--- src/rtl/bridge_pkg.sv ---
// Shared types and defaults for the CPU-to-peripheral bridge.
package bridge_pkg;

    typedef enum logic [1:0] {
        IDLE   = 2'd0,
        ACCESS = 2'd1,
        RESP   = 2'd2
    } state_t;

    localparam logic [31:0] MISS_DATA_DEF = 32'hbbbbbbbb;
    localparam int          TIMEOUT_DEF   = 15;

endpackage

--- src/rtl/bridge_addr_decoder.sv ---
// Word-address window decoder; lowest matching slot wins.
module bridge_addr_decoder
    import bridge_pkg::*;
#(
    parameter int                    NUM_DEV  = 2,
    parameter logic [NUM_DEV*32-1:0] DEV_BASE = {32'h7f10, 32'h7f00},
    parameter int                    SPAN_W   = 4
) (
    input  logic [29:0]        addr,
    output logic [NUM_DEV-1:0] hit_onehot,
    output logic               any_hit
);

    logic [31:0] byte_addr;

    assign byte_addr = {addr, 2'b00};

    always_comb begin
        hit_onehot = '0;
        any_hit    = 1'b0;
        for (int i = 0; i < NUM_DEV; i++) begin
            if (!any_hit &&
                ((byte_addr >> SPAN_W) == (DEV_BASE[32*i +: 32] >> SPAN_W))) begin
                hit_onehot[i] = 1'b1;
                any_hit       = 1'b1;
            end
        end
    end

endmodule

--- src/rtl/multi_dev_bridge.sv ---
// Single-outstanding CPU bridge to NUM_DEV memory-mapped devices.
module multi_dev_bridge
    import bridge_pkg::*;
#(
    parameter int                    NUM_DEV   = 2,
    parameter logic [NUM_DEV*32-1:0] DEV_BASE  = {32'h7f10, 32'h7f00},
    parameter int                    SPAN_W    = 4,
    parameter int                    TIMEOUT   = TIMEOUT_DEF,
    parameter logic [31:0]           MISS_DATA = MISS_DATA_DEF
) (
    input  logic                    clk,
    input  logic                    reset,
    input  logic                    pr_req,
    input  logic                    pr_we,
    input  logic [29:0]             pr_addr,
    input  logic [31:0]             pr_wd,
    input  logic [3:0]              pr_be,
    output logic                    pr_ready,
    output logic                    pr_err,
    output logic [31:0]             pr_rd,
    output logic [NUM_DEV-1:0]      dev_sel,
    output logic                    dev_we,
    output logic [29:0]             dev_addr,
    output logic [31:0]             dev_wd,
    output logic [3:0]              dev_be,
    input  logic [NUM_DEV*32-1:0]   dev_rd,
    input  logic [NUM_DEV-1:0]      dev_ack,
    input  logic [NUM_DEV-1:0]      dev_irq,
    output logic [NUM_DEV-1:0]      hw_int
);

    localparam int            CW     = $clog2(TIMEOUT + 1);
    localparam logic [CW-1:0] CNT_TO = CW'(TIMEOUT);

    state_t               state_q, state_d;
    logic [CW-1:0]        cnt_q, cnt_d;
    logic [NUM_DEV-1:0]   sel_q, hit_onehot;
    logic                 any_hit, we_q, ack_hit, start;
    logic [31:0]          sel_rd, rd_q;
    logic                 err_q;

    bridge_addr_decoder #(
        .NUM_DEV  (NUM_DEV),
        .DEV_BASE (DEV_BASE),
        .SPAN_W   (SPAN_W)
    ) u_dec (
        .addr       (pr_addr),
        .hit_onehot (hit_onehot),
        .any_hit    (any_hit)
    );

    assign start   = (state_q == IDLE) && pr_req;
    assign ack_hit = |(dev_ack & sel_q);

    always_comb begin
        sel_rd = '0;
        for (int i = 0; i < NUM_DEV; i++) begin
            if (sel_q[i]) sel_rd = sel_rd | dev_rd[32*i +: 32];
        end
    end

    always_comb begin
        state_d = state_q;
        cnt_d   = cnt_q;
        unique case (state_q)
            IDLE: begin
                if (pr_req) state_d = any_hit ? ACCESS : RESP;
            end
            ACCESS: begin
                if (ack_hit || cnt_q == CNT_TO) state_d = RESP;
                if (cnt_q != CNT_TO) cnt_d = cnt_q + 1'b1;
            end
            RESP: begin
                state_d = IDLE;
                cnt_d   = '0;
            end
            default: begin
                state_d = IDLE;
                cnt_d   = '0;
            end
        endcase
    end

    always_ff @(posedge clk or negedge reset) begin
        if (!reset) begin
            state_q <= IDLE;
            cnt_q   <= '0;
        end else begin
            state_q <= state_d;
            cnt_q   <= cnt_d;
        end
    end

    // Response data is captured on the way into RESP and held afterwards.
    always_ff @(posedge clk or negedge reset) begin
        if (!reset) begin
            sel_q    <= '0;
            we_q     <= 1'b0;
            dev_addr <= '0;
            dev_wd   <= '0;
            dev_be   <= '0;
            rd_q     <= '0;
            err_q    <= 1'b0;
            hw_int   <= '0;
        end else begin
            hw_int <= dev_irq;
            if (start) begin
                sel_q    <= hit_onehot;
                we_q     <= pr_we;
                dev_addr <= pr_addr;
                dev_wd   <= pr_wd;
                dev_be   <= pr_be;
                if (!any_hit) begin
                    rd_q  <= MISS_DATA;
                    err_q <= 1'b1;
                end
            end
            if (state_q == ACCESS) begin
                if (ack_hit) begin
                    rd_q  <= we_q ? 32'h0 : sel_rd;
                    err_q <= 1'b0;
                end else if (cnt_q == CNT_TO) begin
                    rd_q  <= MISS_DATA;
                    err_q <= 1'b1;
                end
            end
        end
    end

    assign dev_sel  = (state_q == ACCESS) ? sel_q : '0;
    assign dev_we   = (state_q == ACCESS) && we_q;
    assign pr_ready = (state_q == RESP);
    assign pr_rd    = rd_q;
    assign pr_err   = err_q;

endmodule

--- config.mk ---
export PLATFORM = sky130hd
export DESIGN_NAME = multi_dev_bridge
export DESIGN_NICKNAME = d
export VERILOG_FILES = /design/src/rtl/bridge_pkg.sv /design/src/rtl/bridge_addr_decoder.sv /design/src/rtl/multi_dev_bridge.sv
export SDC_FILE = /design/constraint.sdc
export NUM_CORES = 1
export LEC_CHECK = 0
export BUFFER_PORTS_ARGS = -buffer_cell sky130_fd_sc_hd__clkbuf_2
export CAP_MARGIN = 0
export CORE_UTILIZATION = 45
export CTS_CLUSTER_DIAMETER = 120
export DETAILED_ROUTE_END_ITERATION = 10
export PLACE_DENSITY = 0.79
export SLEW_MARGIN = 20
export SYNTH_ARGS = -nofsm -noshare
export SYNTH_HDL_FRONTEND = slang
export SYNTH_SLANG_ARGS = --single-unit
--- constraint.sdc ---
create_clock -name clk -period 4.5 [get_ports clk]
set_input_delay 1.125 -clock clk [delete_from_list [all_inputs] [get_ports clk]]
set_output_delay 1.125 -clock clk [all_outputs]
set_load 0.02 [all_outputs]
# --- Yosys cells after proc, flatten, opt, wreduce, memory -nomap -nowiden ---
# Index checks and enable logic that the tools add are counted.
classes:
  n_eq_ne: 9
  mux: 23
  bitwise: 3
  n_addsub: 1
  n_reduce_logical: 9
ops:
  columns: ["cell", "n"]
  rows:
  - ["32-bit 2-to-1 mux", 8]
  - ["28-bit by 11-bit == test with 1-bit output, second input constant", 2]
  - ["32-bit OR", 1]
  - ["1-bit 2-to-1 mux", 8]
  - ["2-bit 2-to-1 mux", 4]
  - ["4-bit one-hot mux with 2 select lines", 1]
  - ["2-bit != test, second input constant", 3]
  - ["4-bit by 1-bit adder with 4-bit output, second input constant", 1]
  - ["4-bit == test, second input constant", 1]
  - ["4-bit 2-to-1 mux", 1]
  - ["4-bit != test, second input constant", 1]
  - ["2-bit one-hot mux with 2 select lines", 1]
  - ["2-bit AND reduction", 2]
  - ["1-bit logical AND", 3]
  - ["2-bit AND", 1]
  - ["2-bit by 1-bit == test with 1-bit output, second input constant", 1]
  - ["2-bit == test, second input constant", 1]
  - ["2-bit zero test", 1]
  - ["2-bit OR reduction", 1]
  - ["1-bit zero test", 1]
  - ["1-bit logical OR", 1]
  - ["1-bit inverter", 1]
totals:
  word_cells: 55
  output_inout_bits: 105
  regBits: 110

# --- Depth between registers and ports, before layout ---
# Gate-level depths: netlist (run 1).
logic_depth:
  word_depth: 10
  ltp_mapped: 8
  ltp_nobuf: 5

# --- By module ---
# From an unflattened synthesis (run 1), not the netlist that was laid out.
unflattened:
  hier_cells: 347
  hier_area_um2: 4757.1
by_module_without_submodules:
  columns: ["module", "n_inst", "seq_area_each_um2", "cells_per_inst", "area_each_um2"]
  rows:
  - ["multi_dev_bridge", 1, 2752.6, 334, 4674.5]
  - ["bridge_addr_decoder", 1, 0.0, 13, 82.6]

# --- Worst setup path before layout (run 1) ---
# No wires, ideal clock.
synth_path:
  kind: "in2reg"
  from: "input port pr_addr[13]"
  to: "register rd_q[29] (netlist: pr_rd[29])"
  required_time_ns: 4.376
  arrival_ns: 2.604
  stages: 5
  path_slack_ns: 1.772
  setup_time_ns: 0.124
  path_cell_list: "or4b_4 nor4_4 a41oi_4 buf_6 o31a_1"
synth_between:
  elab_chain_len: 10
  word_cells_on_any_way: 11
  classes_between: "2 x eq/ne; 7 x mux; 2 x reduce/logical"
synth_rtl:
  columns: ["item", "line_no", "source"]
  rows:
  - ["from (decl)", "multi_dev_bridge.sv:15", "input logic [29:0] pr_addr,"]
  - ["28-bit by 11-bit == test with 1-bit output", "bridge_addr_decoder.sv:23", "((byte_addr >> SPAN_W) == (DEV_BASE[32*i +: 32] >> SPAN_W))) begin"]
  - ["1-bit 2-to-1 mux", "bridge_addr_decoder.sv:22", "if (!any_hit &&"]
  - ["1-bit zero test", "bridge_addr_decoder.sv:22", null]
  - ["1-bit logical AND", "bridge_addr_decoder.sv:22", null]
  - ["1-bit 2-to-1 mux (*)", "bridge_addr_decoder.sv:22", null]
  - ["32-bit 2-to-1 mux (*)", "multi_dev_bridge.sv:113", "if (!any_hit) begin"]
  - ["32-bit 2-to-1 mux (*)", "multi_dev_bridge.sv:107", "if (start) begin"]
  - ["32-bit 2-to-1 mux", "multi_dev_bridge.sv:122", "end else if (cnt_q == CNT_TO) begin"]
  - ["32-bit 2-to-1 mux", "multi_dev_bridge.sv:119", "if (ack_hit) begin"]
  - ["32-bit 2-to-1 mux (*)", "multi_dev_bridge.sv:118", "if (state_q == ACCESS) begin"]
  - ["to (signal assigned)", "multi_dev_bridge.sv:120", "rd_q <= we_q ? 32'h0 : sel_rd;"]
  - ["to (decl)", "multi_dev_bridge.sv:39", "logic [31:0] sel_rd, rd_q;"]
# Every way passes the cells marked *; elsewhere a longest branch is shown, timed or not.
# A chain may end at the register's enable or synchronous reset.

# --- Worst setup path in the final report (run 1) ---
layout_path:
  from: "register sel_q[0]"
  to: "output port dev_sel[0]"
layout_between:
  elab_chain_len: 1
layout_rtl:
  columns: ["item", "line_no", "source"]
  rows:
  - ["from (decl)", "multi_dev_bridge.sv:37", "logic [NUM_DEV-1:0] sel_q, hit_onehot;"]
  - ["from (signal assigned)", "multi_dev_bridge.sv:108", "sel_q <= hit_onehot;"]
  - ["2-bit 2-to-1 mux", "multi_dev_bridge.sv:130", "assign dev_sel = (state_q == ACCESS) ? sel_q : '0;"]
  - ["to (decl)", "multi_dev_bridge.sv:21", "output logic [NUM_DEV-1:0] dev_sel,"]
# No other way between the ends.

==> key figures, run 1 <==
Worst setup path
  – CP bufs+invs: 1
  – Crit path cell chain: and2_1, clkbuf_2
  – Slowest CP cell: dfrtp_1
  – Kind of end point of the critical path: output pin
  – CP Max Fanout: 35
  – WS Path Type: register to output pin
  – Startpoint Class: register
  – Cell family with most CP delay: flip-flops
  – Largest stage delay, worst path: about 1.1 ns
  – Data required, critical path: 3.38 ns
  – CP arrival: 1.85 ns

Clock network
  – # Post-CTS Setup Buffers: 0
  – Worst skew pair latency: roughly 0.35 ns
  – H-tree depth: 3
  – Root buf cell: clkbuf_8
  – Clock transition at path regs: 0.10 ns
  – TritonCTS Buffers: 9
  – Hold-fix buffers at CTS: 0
  – TritonCTS clock tree: built
  – Clock Path Buffers: 2
  – Clock Sink Count: 110
  – Post_cts resized: 0

Logic synthesis
  – Largest family of logic cells by synthesized area: simple AND/OR/NAND/NOR gates
  – Synth Instances: 496
  – Yosys top cell area share: 0.579
  – Ranking of synthesized cells by area: dfrtp_1 58%, nand2_1 17%, o31a_1 4.4%, a22oi_1 3.9%, o21ai_0 2.5%
  – Syn Nets: roughly 640
  – Number of synthesized flops with an enable pin: 0
  – Count of unique library cells instantiated by Yosys: 32
  – Fraction of the yosys area taken by sequential cells: 0.579
  – Post-Synth Adder-Cell Area: 0.00263
  – Synth Area in Compound Gates: 0.159
  – Simple-Gate Fraction of Synth Area: 0.218
  – Dominant cell type by area after synthesis: dfrtp_1
  – Syn Area/Cell: 9.59 um^2
  – Cell area after synthesis: between 4000 and 5000 um^2
  – Asr flop ratio synth: 1.00
  – Predominant post-synthesis flop cell: dfrtp_1
  – Synth Area in XOR/XNOR: 0.00368
  – Synth warn: 0
  – Post-synthesis mux area share: 0
  – Register bit total from synthesis: 110

Timing
  – RSZ-0062 raised after global routing: false
  – Min Tclk post-route: 2.98 ns
  – Slew headroom: 0.246
  – Worst-Margin Slew: 1.13 ns
  – Final Hold Vio Count: 0
  – Fmax: 336 MHz
  – Worst Skew: 0.0108 ns
  – Setup TNS Final: 0 ns
  – Fin. max-slew vios: 0
  – # setup viols final: 0
  – Crit share post-route: 0.661

Layout
  – Layout cell share with drive strength beyond 1: 0.387
  – Final net count: 858
  – Number of fill cells: around 880
  – Most frequent cells in the layout: 241 x clkbuf_2, 213 x nand2_1, 109 x dfrtp_1
  – # diodes: 0
  – Commonest non-fill, non-tap cell in the layout: clkbuf_2
  – Area grow syn2layout: 31.6%

Global route
  – Initial antenna violation count: 0
  – Vias in the first global route: 4292
  – Grt ovf: 0
  – Global-route wire length before repair: 20.2 mm
  – Total GRT Usage: 0.229
  – Largest net degree at the start of global routing: 72

Run
  – Max-cap viol count: 0

Power
  – Sw frac: 0.298
  – PwrDens: 336 nW/um^2
  – Final total power: 2.10 mW
  – Comb power frac: 0.186
  – Net switching power: 627 uW
  – LEAKAGE: between 3 and 4 nW
  – Clock power frac: 0.280
  – Sequential Power Share: 0.534
  – Peak supply drop: approximately 230 uV
  – Internal power: between 1 and 1.5 mW

Placement
  – Gpl congestion: 0.793
  – Port Buffers: 242
  – Detailed Place HPWL: 9.21 mm

Drt
  – Routed vias/inst: 5.04
  – Routed Antenna Nets: 0
  – DR WL/cell: about 15 um
  – Via count: approximately 4300
  – Starting DRC count in detailed routing: 219
  – TritonRoute pass-1 iters: 4
  – WL final: between 10 and 15 mm
  – Remaining DRCs: 0

Floorplan
  – Starting Density: 0.463
  – DIE AREA: 11000 um^2
  – I/O pins: 243
  – Die X: 105 um
  – Core box area: 10300 um^2
  – Rows: 37
  – Die H: 105 um

Min path
  – Hold WC Path Type: register to register

Status
  – Outcome: completed
[final cells by class]
cell class | count | area (um^2) | area share
flip-flops and latches | 110 | 2750 | 0.440
repair buffers | 246 | 1260 | 0.202
clock inverters | 5 | 58.8 | 0.00939
clock buffers | 11 | 141 | 0.0226
multi-input cells | 344 | 1840 | 0.294
inverters | 8 | 30.0 | 0.00480
well taps | 136 | 170 | 0.0272
[worst reg2reg max path: stages, from the launching register on]
cell and delay (ns):
dfrtp_1 1.10, a22oi_1 0.44, nor2_2 0.71, o21ai_0 0.25, o31a_1 0.17
[stage by stage]
| stage | hold slack (ns) | utilization | setup slack, ns | instance area [um^2] | std cells |
|---|---|---|---|---|---|
| after global placement | 0.457 | 0.587 | 1.17 | 6030 | 843 |
| after floorplan | 0.499 | - | 1.77 | 4760 | 496 |
| after global routing | 0.504 | 0.609 | 1.42 | 6260 | 860 |
| after detailed placement | 0.461 | 0.587 | 1.13 | 6030 | 843 |
| final | 0.481 | 0.609 | 1.52 | 6260 | 860 |
| after CTS | 0.485 | 0.606 | 1.37 | 6230 | 859 |
[worst paths after layout]
check / startpoint / to / slack (ns) / cells after the start
max in group asynchronous: reset / dev_addr[6]$_DFFE_PN0P_ / 2.85 / 2
worst min register to register: dev_wd[21]$_DFFE_PN0P_ / dev_wd[21]$_DFFE_PN0P_ / 0.48 / 2
min in group asynchronous: reset / pr_rd[28]$_DFF_PN0_ / 0.77 / 1
worst max register to register: sel_q[0]$_DFFE_PN0P_ / pr_rd[17]$_DFF_PN0_ / 1.72 / 4
worst min-delay path: dev_wd[21]$_DFFE_PN0P_ / dev_wd[21]$_DFFE_PN0P_ / 0.48 / 2
worst max-delay path: sel_q[0]$_DFFE_PN0P_ / dev_sel[0] / 1.52 / 2
[power groups by stage]
stage	clock [mW]	sequential (mW)	combinational [mW]
after global routing	0.644	1.13	0.429
after floorplan	0	1.23	0.107
after detailed placement	0	1.14	0.396
after CTS	0.612	1.12	0.394
after global placement	0	1.14	0.385
final	0.589	1.12	0.392
[flip-flops by register name, indices dropped and copies added (netlist names), 2 cells and up]
signal    flops
dev_addr     30
state_q       2
cnt_q         4
sel_q         2
dev_be        4
hw_int        2
dev_wd       32
pr_rd        32
[routing by layer]
metal	global-route usage	share of wire	vias up	routed length [um]
met5	0	0	-	0
met4	0.0724	0.014	0	174
met3	0.0599	0.078	13	973
met2	0.404	0.50	187	6260
met1	0.272	0.41	2037	5090
li1	-	-	2099	-
[kinds of logic (layout without fill, tap and decap cells)]
group                      count (synthesis)  count (layout)
xor gates and xnor gates                   2               2
AOI/OAI and AO/OA                         97              97
and+or+nand+nor                          244             244
buffers and inverters                     42             270
DFF                                      110             110
adders and majority gates                  1               1
[Yosys cell counts, drive strengths merged (4+ instances only)]
| master | number |
|---|---|
| a22oi | 25 |
| nor2 | 5 |
| nand2 | 214 |
| o21ai | 26 |
| buf | 7 |
| dfrtp | 110 |
| o31a | 24 |
| o31ai | 9 |
| nand3 | 4 |
| clkbuf | 27 |
| inv | 8 |
| and2 | 4 |
| a22o | 8 |
Power figures use the tool's default switching activity.
==> inputs of run 2 (changes only) <==
clock period = 3.1 ns   (was 4.5 ns; I/O delays follow)
==> key figures, run 2 (synthesized netlist as in run 1, its figures left out) <==
Worst setup path
  – Kind of end point of the critical path: register (was output pin)
  – Crit path cell chain: clkbuf_2, or4b_4, nor4_4, a41oi_4, buf_4, o32a_1 (was and2_1, clkbuf_2)
  – R2r startpoint: cnt_q[0]$_DFFE_PN0P_ (was sel_q[0]$_DFFE_PN0P_)
  – Worst Reg-to-Reg Cells: 4 (unchanged)
  – Setup crit start: pr_addr[13] (was sel_q[0]$_DFFE_PN0P_)
  – Startpoint Class: input pin (was register)
  – CP Max Fanout: 34 (was 35)
  – Flop-to-flop setup slack: 1.10 ns (was 1.72 ns)
  – WS Path Type: input pin to register (was register to output pin)
  – CP arrival: 2.56 ns (was 1.85 ns)
  – RR Endpoint: pr_rd[7]$_DFF_PN0_ (was pr_rd[17]$_DFF_PN0_)
  – Slowest CP cell: or4b_4 (was dfrtp_1)
  – Data required, critical path: 3.35 ns (was 3.38 ns)
  – Largest stage delay, worst path: 0.54 ns (was 1.10 ns)

Placement
  – Gpl congestion: 0.782 (was 0.793)
  – Port Buffers: 242 (unchanged)
  – Placed cell area: 6090 um^2 (was 6030 um^2)
  – Detailed Place HPWL: 9.40 mm (was 9.21 mm)

Timing
  – Min Tclk post-route: ~2.3 ns
  – RSZ-0062 raised after global routing: false (unchanged)
  – Worst hold slack: 0.414 ns (was 0.481 ns)
  – Worst Skew: 0.00682 ns (was 0.0108 ns)
  – # setup viols final: 0 (unchanged)
  – Crit share post-route: 0.744
  – Slew headroom: 0.349 (was 0.246)
  – Fin. max-slew vios: 0 (unchanged)
  – Fmax: 433 MHz
  – Worst-Margin Slew: 0.975 ns (was 1.13 ns)
  – Setup TNS Final: 0 ns (unchanged)
  – Final Hold Vio Count: 0 (unchanged)

Global route
  – Largest net degree at the start of global routing: 72 (unchanged)
  – Total GRT Usage: 0.233 (was 0.229)
  – Grt ovf: 0 (unchanged)
  – Global-route wire length before repair: 20.3 mm (was 20.2 mm)
  – Vias in the first global route: 4274 (was 4292)
  – Initial antenna violation count: 0 (unchanged)

Floorplan
  – Die X: 105 um (unchanged)
  – DIE AREA: 11000 um^2 (unchanged)
  – Core box area: 10300 um^2 (unchanged)
  – Starting Density: 0.463 (unchanged)
  – Die H: 105 um (unchanged)
  – I/O pins: 243 (unchanged)
  – Rows: 37 (unchanged)

Clock network
  – Clock Sink Count: 110 (unchanged)
  – TritonCTS Buffers: 9 (unchanged)
  – Clock Path Buffers: 2 (unchanged)
  – Root buf cell: clkbuf_8 (unchanged)
  – TritonCTS clock tree: built (unchanged)
  – Clock transition at path regs: 0.10 ns (about the same)
  – Worst skew pair latency: 0.37 ns (was 0.35 ns)
  – Post_cts resized: 0 (unchanged)
  – H-tree depth: 3 (unchanged)
  – # Post-CTS Setup Buffers: 0 (unchanged)
  – Hold-fix buffers at CTS: 0 (unchanged)

Drt
  – Via count: 4422 (was 4336)
  – Routed Antenna Nets: 0 (unchanged)
  – TritonRoute pass-1 iters: 6 (was 4)
  – Routed vias/inst: 5.12 (was 5.04)
  – Remaining DRCs: 0 (unchanged)
  – Starting DRC count in detailed routing: 245 (was 219)
  – DR WL/cell: 14.7 um (was 14.5 um)
  – WL final: 12.7 mm (was 12.5 mm)

Layout
  – Final net count: 862 (was 858)
  – Layout cell share with drive strength beyond 1: 0.390 (was 0.387)
  – Area grow syn2layout: 32.2% (was 31.6%)
  – # diodes: 0 (unchanged)
  – Most frequent cells in the layout: 241 x clkbuf_2, 213 x nand2_1, 110 x dfrtp_1 (was 241 x clkbuf_2, 213 x nand2_1, 109 x dfrtp_1)
  – Commonest non-fill, non-tap cell in the layout: clkbuf_2 (unchanged)
  – Design Area, Final: 6290 um^2 (was 6260 um^2)

Power
  – PwrDens: 488 nW/um^2 (was 336 nW/um^2)
  – Peak supply drop: 273 uV (was 228 uV)
  – LEAKAGE: 3.26 nW (was 3.24 nW)
  – Final total power: 3.07 mW (was 2.10 mW)

Status
  – Outcome: completed (unchanged)

Min path
  – Hold WC Path Type: input pin to async pin (was register to register)

Run
  – Max-cap viol count: 0 (unchanged)
[run 2: power breakdown]
| part | internal (mW) | switching [mW] | total [mW] | leakage [nW] |
|---|---|---|---|---|
| registers | 1.55 | 0.0714 | 1.62 | 1.29 |
| clock network | 0.377 | 0.484 | 0.861 | 0.0960 |
| logic | 0.202 | 0.383 | 0.585 | 1.88 |
| total | 2.13 | 0.938 | 3.07 | 3.26 |
[run 2: critical path, delay by kind of cell]
family | cells | cell delay, ns
AND/OR/NAND/NOR | 2 | 0.93
AO/OA/AOI/OAI | 2 | 0.46
buffers and inverters | 2 | 0.37
[run 2: metrics by stage]
| step | cells | worst slack (ns) | utilization |
|---|---|---|---|
| after floorplan | 496 | 0.722 | - |
| after global placement | 848 | 0.433 | 0.593 |
| after detailed placement | 848 | 0.406 | 0.593 |
| after CTS | 864 | 0.803 | 0.612 |
| after global routing | 864 | 0.743 | 0.612 |
| final | 864 | 0.793 | 0.612 |
[run 2: worst max path at each step]
stage	end	depth (start not counted)
after floorplan	pr_rd[29]$_DFF_PN0_	5
after global placement	pr_err$_DFF_PN0_	6
after detailed placement	pr_err$_DFF_PN0_	6
after CTS	pr_err$_DFF_PN0_	6
after global routing	pr_err$_DFF_PN0_	6
final	pr_err$_DFF_PN0_	6
[run 2: final cells by class]
type                       count  area, um^2
sequential                   110        2750
fill                         891        3990
inverter                       8        30.0
tap                          136         170
timing repair buffer         250        1300
clock buffer                   9         124
multi-input combinational    344        1840
clock inverter                 7        72.6
[run 2: metal layers]
metal / up-vias / share of wire / track usage
li1: 2114 / - / -
met1: 2093 / 0.41 / 0.283
met2: 199 / 0.50 / 0.404
met3: 16 / 0.081 / 0.0549
met4: 0 / 0.018 / 0.0845
met5: - / 0 / 0
==> inputs of run 3 (changes only) <==
ABC_AREA = 1   (was unset)
CORE_UTILIZATION = 42   (was 45)
PLACE_DENSITY = 0.76   (was 0.79)
clock period = 1.9 ns   (was 3.1 ns; I/O delays follow)
==> key figures, run 3 <==
Logic synthesis
  – Register bit total from synthesis: 110 (unchanged)
  – Yosys top cell area share: 0.534 (was 0.579)
  – Number of synthesized flops with an enable pin: 0 (unchanged)
  – Asr flop ratio synth: 1.00 (unchanged)
  – Top-count cell post-synth: nand2_1 (unchanged)
  – Ranking of synthesized cells by area: dfrtp_1 53%, nand2_1 19%, a22o_1 5.4%, inv_1 5.2%, nand3_2 3.9% (was dfrtp_1 58%, nand2_1 17%, o31a_1 4.4%, a22oi_1 3.9%, o21ai_0 2.5%)
  – Fraction of the yosys area taken by sequential cells: 0.534 (was 0.579)
  – Synth warn: 0 (unchanged)
  – Syn Nets: 759 (was 635)
  – Cell area after synthesis: 5150 um^2 (was 4760 um^2)
  – Synth cell count leaders: 264 x nand2_1, 110 x dfrtp_1, 71 x inv_1, 32 x a22o_1, 26 x o21ai_0 (was 214 x nand2_1, 110 x dfrtp_1, 27 x clkbuf_1, 25 x a22oi_1)
  – Predominant post-synthesis flop cell: dfrtp_1 (unchanged)
  – Dominant cell type by area after synthesis: dfrtp_1 (unchanged)
  – Synth Instances: 620 (was 496)
  – Count of unique library cells instantiated by Yosys: 26 (was 32)
  – Syn Area/Cell: 8.31 um^2 (was 9.59 um^2)

Global route
  – Grt ovf: 0 (unchanged)
  – Initial antenna violation count: 0 (unchanged)
  – Largest net degree at the start of global routing: 92 (was 72)
  – Vias in the first global route: 4434 (was 4274)
  – Total GRT Usage: 0.218 (was 0.233)
  – Global-route wire length before repair: 21.6 mm (was 20.3 mm)

Worst setup path
  – WS Path Type: register to output pin (was input pin to register)
  – CP bufs+invs: 3 (was 2)
  – Worst Reg-to-Reg Cells: 8 (was 4)
  – CP Max Fanout: 34 (unchanged)
  – Cell family with most CP delay: buffers and inverters (was simple AND/OR/NAND/NOR gates)
  – CP arrival: 1.35 ns (was 2.56 ns)
  – Crit path cell chain: buf_8, inv_1, nor2_1, clkbuf_2 (was clkbuf_2, or4b_4, nor4_4, a41oi_4, buf_4, o32a_1)
  – Slowest CP cell: dfrtp_1 (was or4b_4)
  – Kind of end point of the critical path: output pin (was register)
  – Flop-to-flop setup slack: 0.31 ns (was 1.10 ns)
  – RR Endpoint: pr_rd[1]$_DFF_PN0_ (was pr_rd[7]$_DFF_PN0_)
  – R2r startpoint: cnt_q[0]$_DFFE_PN0P_ (unchanged)
  – Startpoint Class: register (was input pin)
  – Setup crit start: sel_q[0]$_DFFE_PN0P_ (was pr_addr[13])
  – Data required, critical path: 1.42 ns (was 3.35 ns)
  – Largest stage delay, worst path: 0.40 ns (was 0.54 ns)

Layout
  – Final net count: 993 (was 862)
  – # diodes: 0 (unchanged)
  – Area grow syn2layout: 33.8% (was 32.2%)
  – Final core area utilization: 0.576 (was 0.612)
  – Commonest non-fill, non-tap cell in the layout: nand2_1 (was clkbuf_2)
  – Most frequent cells in the layout: 263 x nand2_1, 241 x clkbuf_2, 110 x dfrtp_1 (was 241 x clkbuf_2, 213 x nand2_1, 110 x dfrtp_1)
  – Layout cell share with drive strength beyond 1: 0.353 (was 0.390)

Power
  – PwrDens: 823 nW/um^2 (was 488 nW/um^2)
  – Net switching power: 1.62 mW (was 938 uW)
  – LEAKAGE: 3.97 nW (was 3.26 nW)
  – Sequential Power Share: 0.465 (was 0.529)
  – Clock power frac: 0.364 (was 0.281)
  – Comb power frac: 0.172 (was 0.191)
  – Sw frac: 0.286 (was 0.306)
  – Peak supply drop: 498 uV (was 273 uV)
  – Internal power: 4.05 mW (was 2.13 mW)

Min path
  – Hold WC Path Type: input pin to async pin (unchanged)

Timing
  – Min Tclk post-route: ~1.8 ns
  – Final Hold Vio Count: 0 (unchanged)
  – Crit share post-route: 0.961
  – RSZ-0062 raised after global routing: false (unchanged)
  – Fmax: ~550 MHz
  – Worst-Margin Slew: 0.459 ns (was 0.975 ns)
  – Fin. max-slew vios: 0 (unchanged)
  – # setup viols final: 0 (unchanged)
  – Slew headroom: 0.694 (was 0.349)
  – Setup TNS Final: 0 ns (unchanged)
  – Worst Skew: 0.00496 ns (was 0.00682 ns)
  – Final WS setup: 0.0741 ns (was 0.793 ns)

Placement
  – Gpl congestion: 0.815 (was 0.782)
  – Port Buffers: 242 (unchanged)
  – Detailed Place HPWL: 9.93 mm (was 9.40 mm)
  – Pre-CTS WS: 0.158 ns (was 0.406 ns)

Status
  – Outcome: completed (unchanged)

Clock network
  – TritonCTS Buffers: 9 (unchanged)
  – TritonCTS clock tree: built (unchanged)
  – Clock Sink Count: 110 (unchanged)
  – Root buf cell: clkbuf_16 (was clkbuf_8)
  – Worst skew pair latency: 0.35 ns (was 0.37 ns)
  – H-tree depth: 3 (unchanged)
  – # Post-CTS Setup Buffers: 0 (unchanged)
  – Clock Path Buffers: 2 (unchanged)
  – Clock transition at path regs: 0.07 ns (was 0.10 ns)

Drt
  – Routed Antenna Nets: 0 (unchanged)
  – WL final: 13.4 mm (was 12.7 mm)
  – Starting DRC count in detailed routing: 215 (was 245)
  – DR WL/cell: 13.3 um (was 14.7 um)
  – Remaining DRCs: 0 (unchanged)
  – Routed vias/inst: 4.67 (was 5.12)
  – Via count: 4698 (was 4422)
  – TritonRoute pass-1 iters: 4 (was 6)

Floorplan
  – Core box area: 12000 um^2 (was 10300 um^2)
  – Starting Density: 0.431 (was 0.463)
  – DIE AREA: 12700 um^2 (was 11000 um^2)
  – Rows: 40 (was 37)
  – I/O pins: 243 (unchanged)
  – Die H: 113 um (was 105 um)
  – Die X: 113 um (was 105 um)

Run
  – Max-cap viol count: 0 (unchanged)
run 3: changes by cell type after synthesis, moves of 20 or more:
| cell | previous run | this run |
|---|---|---|
| a22o_1 | 8 | 32 |
| a22oi_1 | 25 | 0 |
| inv_1 | 8 | 71 |
| nand2_1 | 214 | 264 |
| nand3_1 | 4 | 25 |
| nand3_2 | 0 | 20 |
| o31a_1 | 24 | 0 |
run 3: cells by family (layout without fill, tap and decap cells):
kind of cell,Yosys count,after routing,synth area share
compound gates,64,64,0.0879
fa+ha+maj,1,1,0.00243
buf+inv,110,349,0.0913
flops,110,110,0.534
simple gates,335,335,0.284
run 3: area by class of cell:
class / count / area, um^2
clock inverters: 7 / 105
repair buffers: 258 / 1400
multi-input cells: 400 / 1940
flip-flops and latches: 110 / 2750
fillers: 1118 / 5070
well taps: 147 / 184
clock buffers: 9 / 225
inverters: 75 / 287
run 3: power groups by stage:
stage	clock network (mW)	registers, mW	logic (mW)
finish	2.06	2.64	0.974
global route	2.21	2.66	1.07
CTS	2.12	2.63	0.990
detailed placement	0	2.67	0.994
global placement	0	2.67	0.977
floorplan	0	2.90	0.270
run 3: layer usage:
layer / global-route usage / routed length [um]
met5: 0 / 0
met1: 0.290 / 5940
met4: 0.0613 / 138
met2: 0.350 / 6130
met3: 0.0605 / 1210
run 3: worst max-delay path by stage:
stage                                     to  slack [ns]  cells after the start
after global placement    pr_rd[1]$_DFF_PN0_        0.19                     12
after global routing              dev_sel[0]       0.007                      4
after floorplan                   dev_sel[1]        0.33                      4
after CTS                         dev_sel[0]        0.04                      4
final                             dev_sel[0]        0.07                      4
after detailed placement  pr_rd[1]$_DFF_PN0_        0.16                     12
run 3: what timing repair did:
action | CTS | global route
resized for setup | 1 | 2
endpoints found under the hold margin | 0 | 0
setup endpoints to repair | 1 | 3
hold buffers | 0 | 0
run 3: metrics by stage:
step,instance area [um^2],hold WS (ns),instances,power [mW]
after floorplan,5150,0.179,620,3.17
after global placement,6550,0.455,990,3.65
after detailed placement,6550,0.453,990,3.66
after CTS,6890,0.0748,1006,5.74
after global routing,6890,0.0936,1006,5.94
final,6890,0.0764,1006,5.67
